## config.mk

```make
export PLATFORM = sky130hd
export DESIGN_NAME = mcycle_ctrl
export DESIGN_NICKNAME = d
export VERILOG_FILES = /design/src/rtl/mcycle_ctrl.sv
export SDC_FILE = /design/constraint.sdc
export NUM_CORES = 1
export LEC_CHECK = 0
export ABC_CLOCK_PERIOD_IN_PS = 6400
export BUFFER_PORTS_ARGS = -buffer_cell sky130_fd_sc_hd__buf_2
export CORE_MARGIN = 2
export CORE_UTILIZATION = 55
export DETAILED_ROUTE_END_ITERATION = 12
export MAX_ROUTING_LAYER = met4
export PLACE_DENSITY = 0.74
export SLEW_MARGIN = 5
export SYNTH_ARGS = -nofsm -noshare
export SYNTH_HDL_FRONTEND = slang
export SYNTH_SLANG_ARGS = --single-unit
export TNS_END_PERCENT = 5
```

## constraint.sdc

```tcl
create_clock -name CLK -period 6.4 [get_ports CLK]
set_clock_uncertainty 0.05 [all_clocks]
set_input_delay 0.64 -clock CLK [delete_from_list [all_inputs] [get_ports CLK]]
set_output_delay 0.64 -clock CLK [all_outputs]
set_load 0.01 [all_outputs]
```

## src/rtl/mcycle_ctrl.sv

```systemverilog
// mcycle_ctrl: sequencer for the multi-cycle multiply/divide unit in Execute.
// Runs a WIDTH-iteration shift-add multiply or restoring divide on the
// operands captured at start, and stalls the pipeline while it works.
// Ports:
//   CLK, RESETn       clock, synchronous active-low reset
//   MCycleStartE      start request from the E pipeline register
//   MCycleOpE         00 smul, 01 umul, 10 sdiv, 11 udiv
//   Operand1/2        multiplicand/dividend, multiplier/divisor
//   Busy              combinational stall request (start cycle + COMPUTE)
//   Done              one-cycle pulse when Result1/Result2 are valid
//   Result1/2         product low/high word, or quotient/remainder
module mcycle_ctrl #(
    parameter int unsigned WIDTH = 32
) (
    input  logic             CLK,
    input  logic             RESETn,
    input  logic             MCycleStartE,
    input  logic [1:0]       MCycleOpE,
    input  logic [WIDTH-1:0] Operand1,
    input  logic [WIDTH-1:0] Operand2,
    output logic             Busy,
    output logic             Done,
    output logic [WIDTH-1:0] Result1,
    output logic [WIDTH-1:0] Result2
);

    localparam int unsigned CW = $clog2(WIDTH) + 1;
    localparam int unsigned AW = 2 * WIDTH;

    typedef enum logic [1:0] {S_IDLE, S_COMPUTE, S_DONE} state_t;

    state_t           state, state_n;
    logic [CW-1:0]    count;
    logic             op_div;
    logic             neg_q;      // product / quotient must be negated
    logic             neg_r;      // remainder takes the (negative) dividend sign
    logic [WIDTH-1:0] opnd;       // multiplicand for MUL, divisor for DIV
    logic [AW-1:0]    acc;        // {hi, lo} product or {rem, quot}

    logic             sgn_op;
    logic [WIDTH-1:0] abs1, abs2;
    logic [WIDTH:0]   mul_sum;
    logic [WIDTH:0]   rem_sh;
    logic [WIDTH:0]   diff;
    logic [AW-1:0]    acc_n;
    logic [AW-1:0]    prod_fix;
    logic [WIDTH-1:0] quot_fix, rem_fix;
    logic             last_iter;

    // Operand magnitudes; the most-negative value maps to itself as unsigned.
    always_comb begin
        sgn_op = ~MCycleOpE[0];
        abs1   = (sgn_op && Operand1[WIDTH-1]) ? WIDTH'(-Operand1) : Operand1;
        abs2   = (sgn_op && Operand2[WIDTH-1]) ? WIDTH'(-Operand2) : Operand2;
    end

    // One iteration of either algorithm, plus sign-corrected final values.
    always_comb begin
        mul_sum = {1'b0, acc[AW-1:WIDTH]} + {1'b0, opnd};
        // Shifted remainder needs a carry bit when the divisor has its MSB set.
        rem_sh  = acc[AW-1:WIDTH-1];
        diff    = rem_sh - {1'b0, opnd};
        acc_n   = '0;
        if (op_div) begin
            if (diff[WIDTH]) acc_n = {rem_sh[WIDTH-1:0], acc[WIDTH-2:0], 1'b0};
            else             acc_n = {diff[WIDTH-1:0], acc[WIDTH-2:0], 1'b1};
        end else begin
            if (acc[0]) acc_n = {mul_sum, acc[WIDTH-1:1]};
            else        acc_n = {1'b0, acc[AW-1:1]};
        end

        prod_fix = neg_q ? AW'(-acc_n) : acc_n;
        // Divide by zero leaves quotient magnitude all ones; force it so the
        // sign correction cannot flip it.
        if (opnd == '0)  quot_fix = '1;
        else if (neg_q)  quot_fix = WIDTH'(-acc_n[WIDTH-1:0]);
        else             quot_fix = acc_n[WIDTH-1:0];
        rem_fix = neg_r ? WIDTH'(-acc_n[AW-1:WIDTH]) : acc_n[AW-1:WIDTH];
    end

    assign last_iter = (count == CW'(WIDTH - 1));

    // State register.
    always_ff @(posedge CLK) begin
        if (!RESETn) state <= S_IDLE;
        else         state <= state_n;
    end

    // Next state and status outputs; DONE ignores a held start request.
    always_comb begin
        state_n = state;
        Busy    = 1'b0;
        Done    = 1'b0;
        case (state)
            S_IDLE: begin
                if (MCycleStartE) begin
                    Busy    = 1'b1;
                    state_n = S_COMPUTE;
                end
            end
            S_COMPUTE: begin
                Busy = 1'b1;
                if (last_iter) state_n = S_DONE;
            end
            S_DONE: begin
                Done    = 1'b1;
                state_n = S_IDLE;
            end
            default: state_n = S_IDLE;
        endcase
    end

    // Datapath: capture at start, iterate, register results on DONE entry.
    always_ff @(posedge CLK) begin
        if (!RESETn) begin
            count   <= '0;
            op_div  <= 1'b0;
            neg_q   <= 1'b0;
            neg_r   <= 1'b0;
            opnd    <= '0;
            acc     <= '0;
            Result1 <= '0;
            Result2 <= '0;
        end else begin
            case (state)
                S_IDLE: begin
                    if (MCycleStartE) begin
                        count  <= '0;
                        op_div <= MCycleOpE[1];
                        neg_q  <= sgn_op & (Operand1[WIDTH-1] ^ Operand2[WIDTH-1]);
                        neg_r  <= sgn_op & Operand1[WIDTH-1];
                        if (MCycleOpE[1]) begin
                            opnd <= abs2;
                            acc  <= {{WIDTH{1'b0}}, abs1};
                        end else begin
                            opnd <= abs1;
                            acc  <= {{WIDTH{1'b0}}, abs2};
                        end
                    end
                end
                S_COMPUTE: begin
                    acc   <= acc_n;
                    count <= count + CW'(1);
                    if (last_iter) begin
                        if (op_div) begin
                            Result1 <= quot_fix;
                            Result2 <= rem_fix;
                        end else begin
                            Result1 <= prod_fix[WIDTH-1:0];
                            Result2 <= prod_fix[AW-1:WIDTH];
                        end
                    end
                end
                default: ;
            endcase
        end
    end

endmodule
```

# == After elaboration in Yosys (flattened, before gate mapping) ==
# Index checks and enable logic that the tools add are counted.
# classes
addsub,8
n_eq_ne,5
muxes,23
bitwise,4
n_reduce_logical,9
# ops
operator,n
64-bit 2-to-1 mux,5
32-bit 2-to-1 mux,9
32-bit negator,4
64-bit one-hot mux with 2 select lines,1
64-bit negator,1
32-bit by 32-bit adder with 33-bit output,1
33-bit by 32-bit subtractor with 33-bit output,1
32-bit zero test,1
6-bit one-hot mux with 2 select lines,1
2-bit AND reduction,4
6-bit by 1-bit adder with 6-bit output (second input constant),1
6-bit by 5-bit == test with 1-bit output (second input constant),1
6-bit 2-to-1 mux,1
2-bit 2-to-1 mux,2
2-bit inequality test (second input constant),2
2-bit one-hot mux with 2 select lines,1
1-bit bitwise AND,2
2-bit by 1-bit == test with 1-bit output (second input constant),1
2-bit == test (second input constant),1
1-bit logical AND,2
2-bit zero test,1
1-bit 2-to-1 mux,2
1-bit one-hot mux with 2 select lines,1
2-bit nonzero test,1
2 further kinds,2
# totals
register_bits,171
in_bits,69
out_inout_bits,66
elab_cells,58

# == Longest topological paths before layout ==
# Gate-level depths: netlist of the first run.
# logic_depth
depth_word,7
mapped_depth,25
depth_no_buf,25

# == Worst setup path before layout of the first run ==
# Ideal clock, no wire load.
# synth_timing
path_kind,flip-flop to flip-flop
from,register acc[31]
to,register Result2[26]
setup_time_ps,119
t_arrival_ps,4216
required_ps,6231
slack_ps,2015
stages_incl_launch_ff,26
path_buffers,0
synth_period_minus_slack_ps,4385
cell_sequence,dfxtp_1 > inv_1 > ha_1 > inv_1 > fa_1 > a211oi_1 > or3_1 > a21bo_2 > a21boi_4 > o21ai_2 > nand3_2 > nand2b_1 > inv_1 > ha_1 > and2_1 > nand2_1 > nor2_1 > nand2_1 > nor3_1 > a21oi_1 > o22ai_1 > a21oi_1 > or4_1 > nand3_1 > nand2_1 > o221a_1
# synth_via
elab_chain_len,6
elab_cells_between_ends,9
classes_between,add/sub (3); mux (6)
# synth_rtl
item,line_no,text
from (decl),38,logic [AW-1:0] acc;
from (signal assigned),134,"acc <= {{WIDTH{1'b0}}, abs1};"
from (signal assigned),137,"acc <= {{WIDTH{1'b0}}, abs2};"
from (signal assigned),142,acc <= acc_n;
33-bit by 32-bit subtractor with 33-bit output,62,"diff = rem_sh - {1'b0, opnd};"
64-bit 2-to-1 mux,65,"if (diff[WIDTH]) acc_n = {rem_sh[WIDTH-1:0], acc[WIDTH-2:0], 1'b0};"
64-bit 2-to-1 mux (*),64,if (op_div) begin
64-bit negator or 32-bit negator (tied branches),"72, 78",
64-bit 2-to-1 mux or 32-bit 2-to-1 mux (tied branches),"72, 78",
32-bit 2-to-1 mux (*),145,if (op_div) begin
to (signal assigned),147,Result2 <= rem_fix;
to (signal assigned),150,Result2 <= prod_fix[AW-1:WIDTH];
to (decl),24,output logic [WIDTH-1:0] Result2
# Mark *: on every way between the ends. The rest lies on a longest branch, timed or not.
# A chain may end at the register's enable or synchronous reset.

# == Worst setup path in the final report of the first run ==
# layout_timing
from,register opnd[9]
to,register Result2[20]
# layout_via
elab_chain_len,6
elab_cells_between_ends,10
classes_between,add/sub (4); mux (6)
# layout_rtl
item,line_no,text
from (decl),37,logic [WIDTH-1:0] opnd;
from (signal assigned),133,opnd <= abs2;
from (signal assigned),136,opnd <= abs1;
33-bit by 32-bit subtractor with 33-bit output or 32-bit by 32-bit adder with 33-bit output (tied branches),"62, 59",
64-bit 2-to-1 mux (on tied branches),"65, 68",
64-bit 2-to-1 mux (*),64,
64-bit negator or 32-bit negator (tied branches),"72, 78",
64-bit 2-to-1 mux or 32-bit 2-to-1 mux (tied branches),"72, 78",
32-bit 2-to-1 mux (*),145,
# Marked as above.

==> metrics.md, run 1 <==
| Metric | Value |
|---|---|
| Resized cells post-CTS | `0` |
| Status | `finished, final reports clean` |
| Pins over their slew limit | `0` |
| Vias in the first global route | `15,448` |
| DRT Pass-1 Iters | `8` |
| Hold depth | `2` |
| Worst skew pair latency | `460 ps` |
| Final ANT Viol Nets | `0` |
| CP Cell Sequence | `inv_1 -> ha_1 -> nand4_2 -> or3_1 -> a21bo_2 -> a21boi_4 -> o21ai_2 -> nand3_2 -> nand2b_1 -> inv_1 -> ha_1 -> and2_1 -> nand2_1 -> nor2_1 -> nand2_1 -> nor3_1 -> nand2_1 -> nand2_1 -> nand4_1 -> nor3b_1 -> a21oi_1 -> xnor2_1 -> a211oi_1` |
| Hold Crit Class | `reg2reg` |
| Starting DRT DRC Count | `1,720` |
| CP most frequent cell | `nand2_1` |
| Final Worst Setup Slack | `702 ps` |
| Worst vdd ir | `0.179 mV` |
| Slew margin rel. | `29.0%` |
| Final Hold Fails | `0` |
| Met1 usage | `49.1%` |
| Flop pwr share | `32.0%` |
| Vias per cell | `6.63` |
| CTS HTree Levels | `4` |
| Die area | `29,800 µm²` |
| Met2 Track Usage GR | `62.1%` |
| Required @ worst endpoint | `6700 ps` |
| Mapped Nets | `2,219` |
| First-pass GRT wire length | `90,100 µm` |
| Critical-path top delay cell | `nor3b_1` |
| # diodes | `0` |
| Switching power | `1.51 mW` |
| GRT overflow | `0` |
| Num rows | `61` |
| Synth warnings | `0` |
| Clock-pin slew on the worst setup and hold paths | `80 ps` |
| FF+latch count, synth | `171` |
| Final TNS setup | `0 ps` |
| Largest net degree at the start of global routing | `94` |
| Clk root buf | `clkbuf_16` |
| Switch share | `41.5%` |
| Layout overhead on the synthesized area | `8.33%` |
| Cell variety after synth | `112` |
| Startpoint types | `flop` |
| Drt wl/cell | `23.1 µm` |
| Initial Util | `56.2%` |
| WP data arrival | `6000 ps` |
| Hold Buf Count CTS | `0` |
| Area of the mapped netlist | `15,600 µm²` |
| Max Fclk | `176 MHz` |
| Final Cycle Share | `89.0%` |
| Initial antenna violation count | `0` |
| DRT Wirelength | `58,200 µm` |
| TritonCTS clock tree | `built` |
| Worst Setup End Kind | `flop` |
| Slowest stage delay, CP | `590 ps` |
| Hpwl dp | `44,300 µm` |
| Sink Count | `171` |
| Mean Syn Cell Area | `7.53 µm²` |
| Port bufs | `134` |
| Combinational Power Share | `38.7%` |
| Internal power | `2.13 mW` |
| Peak fanout along the critical path | `10` |
| Tmin final | `5700 ps` |
| Final setup violation count | `0` |
| Cell taking the most area after synthesis | `dfxtp_1` |
| Sequential element share of the synthesized area | `21.9%` |
| Top cells by area, synth | `dfxtp_1 (22%), a21oi_1 (6.3%), ha_1 (5.5%)` |
| Maxcap violations | `0` |
| Layout Utilization | `60.8%` |
| I/O pins | `135` |
| Post-Synthesis Cells | `2,079` |
| RSZ-0062 raised after global routing | `no` |
| DIE HEIGHT | `173 µm` |
| Final hold slack | `411 ps` |
| Worst-margin pin slew | `1060 ps` |
| Path depth of the worst reg2reg path | `23` |
| Core area | `27,900 µm²` |
| Ys async rst share | `0%` |
| Fillers | `2,627` |
| Max Root-Sink Buffers | `2` |
| Die Span X | `173 µm` |
| Pleak | `6.68 nW` |
| Nets@finish | `2,269` |
| Pre-CTS setup slack | `980 ps` |
| CTS buffer count | `17` |
| Busiest grt layer | `met2` |
| Pwr Density | `214 nW/µm²` |
| GR Layer Usage met3 | `5.39%` |
| Layout cell share with drive strength beyond 1 | `15.3%` |
| Setup bufs post-CTS | `0` |
| EDFF count, synth | `0` |
| Worst setup path class | `reg2reg` |
| R2r setup slk | `700 ps` |
| # DRC | `0` |
| Main flop type after synthesis | `dfxtp_1` |
| Total track usage | `39.5%` |
| Top cell type's share of synthesized area | `21.9%` |
| Gp weighted congestion | `1.00` |
| Clk pwr share | `29.3%` |
| Via total after detailed routing | `16,708` |
[cell usage in the layout, fill, tap and decap left out, drive strengths merged, types with 18 or more instances in the layout]
| cell | instances |
|---|---|
| inv | 84 |
| or3 | 19 |
| nand2 | 205 |
| a21o | 28 |
| nor2 | 218 |
| ha | 69 |
| nand3 | 54 |
| dfxtp | 171 |
| o31ai | 18 |
| nor3 | 50 |
| a22oi | 48 |
| buf | 168 |
| mux2 | 29 |
| xnor2 | 95 |
| o211ai | 56 |
| nor2b | 24 |
| o221a | 25 |
| xor2 | 61 |
| a211oi | 58 |
| a31oi | 38 |
| mux2i | 21 |
| a21oi | 202 |
| o21ai | 112 |
| nor4 | 29 |
| nand4 | 23 |
| clkbuf | 18 |
[synth_stat cells, drive strengths merged (23+ instances only)]
cell type / instances
nor4: 29
nor2b: 24
nor2: 218
a21oi: 202
inv: 78
o211ai: 56
clkbuf: 102
a22oi: 48
xnor2: 95
mux2: 29
o21ai: 112
a211oi: 58
nand3: 54
xor2: 61
nand4: 23
nor3: 50
nand2: 205
o221a: 25
ha: 69
dfxtp: 171
a31oi: 38
a21o: 28
buf: 35
[sequential cells by signal (all words and copies together) (netlist names)]
register / cells
op_div: 1
neg_r: 1
neg_q: 1
Result1: 32
Result2: 32
state: 2
count: 6
opnd: 32
acc: 64
[cell type report]
class | count | area, µm² | area share, %
clock buffers | 18 | 439 | 2.59
inverters | 78 | 294 | 1.73
clock inverters | 14 | 148 | 0.871
multi-input cells | 1693 | 11200 | 66.3
flip-flops and latches | 171 | 3430 | 20.2
repair buffers | 168 | 926 | 5.46
well taps | 378 | 473 | 2.79
[per-layer routing]
metal | part of all wire [%] | vias to the layer above
li1 | - | 7792
met5 | 0 | -
met4 | 6.3 | 0
met1 | 41 | 7980
met2 | 45 | 785
met3 | 7.4 | 151
[kinds of logic after synthesis]
group,Yosys count,share of synthesized area [%]
AOI/OAI and AO/OA,713,31.9
xor gates and xnor gates,156,8.73
adders and majority gates,71,5.77
buffers and inverters,215,6.40
DFF,171,21.9
muxes,50,3.48
and+or+nand+nor,703,21.8
[critical path: cells and delay by family (launching register included)]
| kind | cells | cell delay [ps] |
|---|---|---|
| AND/OR/NAND/NOR | 13 | 2970 |
| AO/OA/AOI/OAI | 5 | 1180 |
| buffers and inverters | 2 | 170 |
| XOR/XNOR | 1 | 160 |
| flip-flops | 1 | 410 |
| adder cells (fa/ha/maj) | 2 | 640 |
[stage by stage]
stage                     cell area (µm²)  power [mW]  std cells
after global routing                16900        3.78       2520
after global placement              16400        2.54       2488
after detailed placement            16400        2.55       2488
final                               16900        3.63       2520
after floorplan                     15600        2.15       2079
after CTS                           16900        3.59       2520
[final timing paths]
check | to | from
min | Result2[0] | Result2[0]
max | Result2[20] | opnd[9]
max reg2reg | Result2[20] | opnd[9]
min reg2reg | Result2[0] | Result2[0]
[power groups by stage]
stage          registers (mW)  clock network (mW)  logic, mW
2_1_floorplan            1.16                   0      0.990
3_3_place_gp             1.18                   0       1.36
3_5_place_dp             1.19                   0       1.36
4_1_cts                  1.16                1.06       1.37
5_1_grt                  1.17                1.10       1.51
6_report                 1.16                1.06       1.41
Note: power is estimated with default switching activity, not from simulation.
==> run 2, diff against run 1 <==
--- a/config.mk
+++ b/config.mk
@@ -5,13 +5,15 @@
 export SDC_FILE = /design/constraint.sdc
 export NUM_CORES = 1
 export LEC_CHECK = 0
-export ABC_CLOCK_PERIOD_IN_PS = 6400
+export ABC_CLOCK_PERIOD_IN_PS = 6550
 export BUFFER_PORTS_ARGS = -buffer_cell sky130_fd_sc_hd__buf_2
 export CORE_MARGIN = 2
 export CORE_UTILIZATION = 55
+export CTS_CLUSTER_DIAMETER = 80
 export DETAILED_ROUTE_END_ITERATION = 12
 export MAX_ROUTING_LAYER = met4
 export PLACE_DENSITY = 0.74
+export REMOVE_ABC_BUFFERS = 1
 export SLEW_MARGIN = 5
 export SYNTH_ARGS = -nofsm -noshare
 export SYNTH_HDL_FRONTEND = slang
==> constraint.sdc (replaced) <==
create_clock -name CLK -period 6.55 [get_ports CLK]
set_clock_uncertainty 0.05 [all_clocks]
set_input_delay 0.655 -clock CLK [delete_from_list [all_inputs] [get_ports CLK]]
set_output_delay 0.655 -clock CLK [all_outputs]
set_load 0.01 [all_outputs]
==> metrics.md, run 2 (same netlist as run 1, synthesis figures left out) <==
| Metric | Value |
|---|---|
| CTS buffer count | `17` |
| Slew margin rel. | `23.5%` |
| Layout overhead on the synthesized area | `8.53%` |
| Max Fclk | `171 MHz` |
| Final Power | `3.67 mW` |
| Core area | `27,900 µm²` |
| Max FFs per register | `64` |
| Final TNS setup | `0 ps` |
| Required @ worst endpoint | `6840 ps` |
| Crit Reg-Reg Startpoint | `acc[31]` |
| Via total after detailed routing | `16,677` |
| GR Layer Usage met3 | `6.09%` |
| Worst skew pair latency | `450 ps` |
| Status | `finished, final reports clean` |
| Resized cells post-CTS | `0` |
| DP Area | `16,300 µm²` |
| Final Hold Fails | `0` |
| Final Cycle Share | `89.5%` |
| Setup bufs post-CTS | `0` |
| Clock-pin slew on the worst setup and hold paths | `70 ps` |
| Vias in the first global route | `15,590` |
| Total track usage | `38.2%` |
| Placed cell count | `2,482` |
| Final setup violation count | `0` |
| Worst Hold End | `Result2[1]` |
| Initial Util | `56.2%` |
| Hpwl dp | `42,100 µm` |
| Drt wl/cell | `22.7 µm` |
| WP data arrival | `6160 ps` |
| Worst vdd ir | `0.158 mV` |
| Pins over their slew limit | `0` |
| First-pass GRT wire length | `88,100 µm` |
| Commonest non-fill, non-tap cell in the layout | `nor2_1` |
| Tmin final | `5860 ps` |
| Starting DRT DRC Count | `1,809` |
| DRT Pass-1 Iters | `5` |
| DIE HEIGHT | `173 µm` |
| Reg2reg end | `Result2[20]` |
| Startpoint types | `flop` |
| CTS HTree Levels | `4` |
| Port bufs | `134` |
| Pleak | `6.68 nW` |
| Path depth of the worst reg2reg path | `25` |
| R2r setup slk | `690 ps` |
| Hold depth | `2` |
| Vias per cell | `6.64` |
| Post-route insts no fill | `2,513` |
| Worst setup path class | `reg2reg` |
| Initial antenna violation count | `0` |
| Busiest grt layer | `met2` |
| Hold Crit Class | `reg2reg` |
| Largest net degree at the start of global routing | `77` |
| Pwr Density | `216 nW/µm²` |
| Clk root buf | `clkbuf_16` |
| CP startpoint | `acc[31]` |
| Nets@finish | `2,263` |
| Most frequent cells in the layout | `nor2_1 (216), nand2_1 (202), a21oi_1 (197)` |
| Die Span X | `173 µm` |
| Post-Layout Inst Area | `17,000 µm²` |
| GRT overflow | `0` |
| Max Root-Sink Buffers | `2` |
| Num rows | `61` |
| Maxcap violations | `0` |
| Worst-margin pin slew | `1140 ps` |
| Gp weighted congestion | `0.989` |
| Fillers | `2,592` |
| Hold Buf Count CTS | `0` |
| Die area | `29,800 µm²` |
| Peak fanout along the critical path | `20` |
| # DRC | `0` |
| RSZ-0062 raised after global routing | `no` |
| Met2 Track Usage GR | `59.5%` |
| Layout Utilization | `61.0%` |
| # diodes | `0` |
| Sink Count | `171` |
| Layout cell share with drive strength beyond 1 | `15.0%` |
| I/O pins | `135` |
| Worst Setup End Kind | `flop` |
| DRT Wirelength | `57,100 µm` |
| Biggest register | `acc` |
| TritonCTS clock tree | `built` |
| Min-delay src | `Result2[1]` |
| Final ANT Viol Nets | `0` |
| Met1 usage | `49.2%` |
-- run 2: cell types whose count changed in the layout (fill, tap and decap cells not counted), sizes merged --
cell    before  now
buf        168  162
bufinv       0    5
clkbuf      18   19
clkinv       7    3
inv         84   81
-- run 2: area by class of cell --
| cell class | instances | area (µm²) | share of cell area, % |
|---|---|---|---|
| sequential | 171 | 3430 | 20.2 |
| inverter | 78 | 294 | 1.73 |
| multi-input combinational | 1693 | 11200 | 66.2 |
| clock inverter | 12 | 210 | 1.24 |
| tap | 378 | 473 | 2.79 |
| timing repair buffer | 162 | 881 | 5.19 |
| clock buffer | 19 | 453 | 2.67 |
-- run 2: report_power, final --
part           switching (mW)  total (mW)  internal [mW]  leakage [nW]
sequential             0.0665        1.15           1.08          1.39
clock                   0.482        1.18          0.703         0.322
combinational           0.865        1.33          0.469          4.97
-- run 2: stage by stage --
stage	hold WS (ps)	worst slack, ps
3_5_place_dp	405	854
4_1_cts	414	815
5_1_grt	447	283
3_3_place_gp	400	1050
6_report	412	686
2_1_floorplan	394	-1270
-- run 2: worst max-delay path by stage --
| stage | endpoint | slack (ps) | cells after the start |
|---|---|---|---|
| after floorplan | Result1[0] | -1270 | 4 |
| after global placement | Result2[22] | 1050 | 25 |
| after detailed placement | Result2[20] | 850 | 25 |
| after CTS | Result2[20] | 820 | 25 |
| after global routing | Result2[20] | 280 | 25 |
| final | Result2[20] | 690 | 25 |
-- run 2: worst max-delay path, cell delays in order (launching register included) --
cell      delay (ps)
dfxtp_1          350
inv_1            190
ha_1             210
inv_1             60
fa_1             430
a211oi_1         390
or3_1            190
a21bo_2          220
a21bo_4          210
nand2_4          200
nand3_2          300
nand2b_1         150
inv_1            100
ha_1             180
and2_1           150
nand2_1          120
nor2_1           300
nand2_1          200
nor3_1           400
nand2_1          150
nand2_1          150
nand4_1          130
nor3b_1          440
a21oi_1          150
xnor2_1          140
a211oi_1         210
-- run 2: per-layer routing --
| layer | share of wire, % | vias up |
|---|---|---|
| met5 | 0 | - |
| met4 | 4.4 | 0 |
| met3 | 9.5 | 142 |
| met2 | 45 | 841 |
| met1 | 41 | 7924 |
| li1 | - | 7770 |
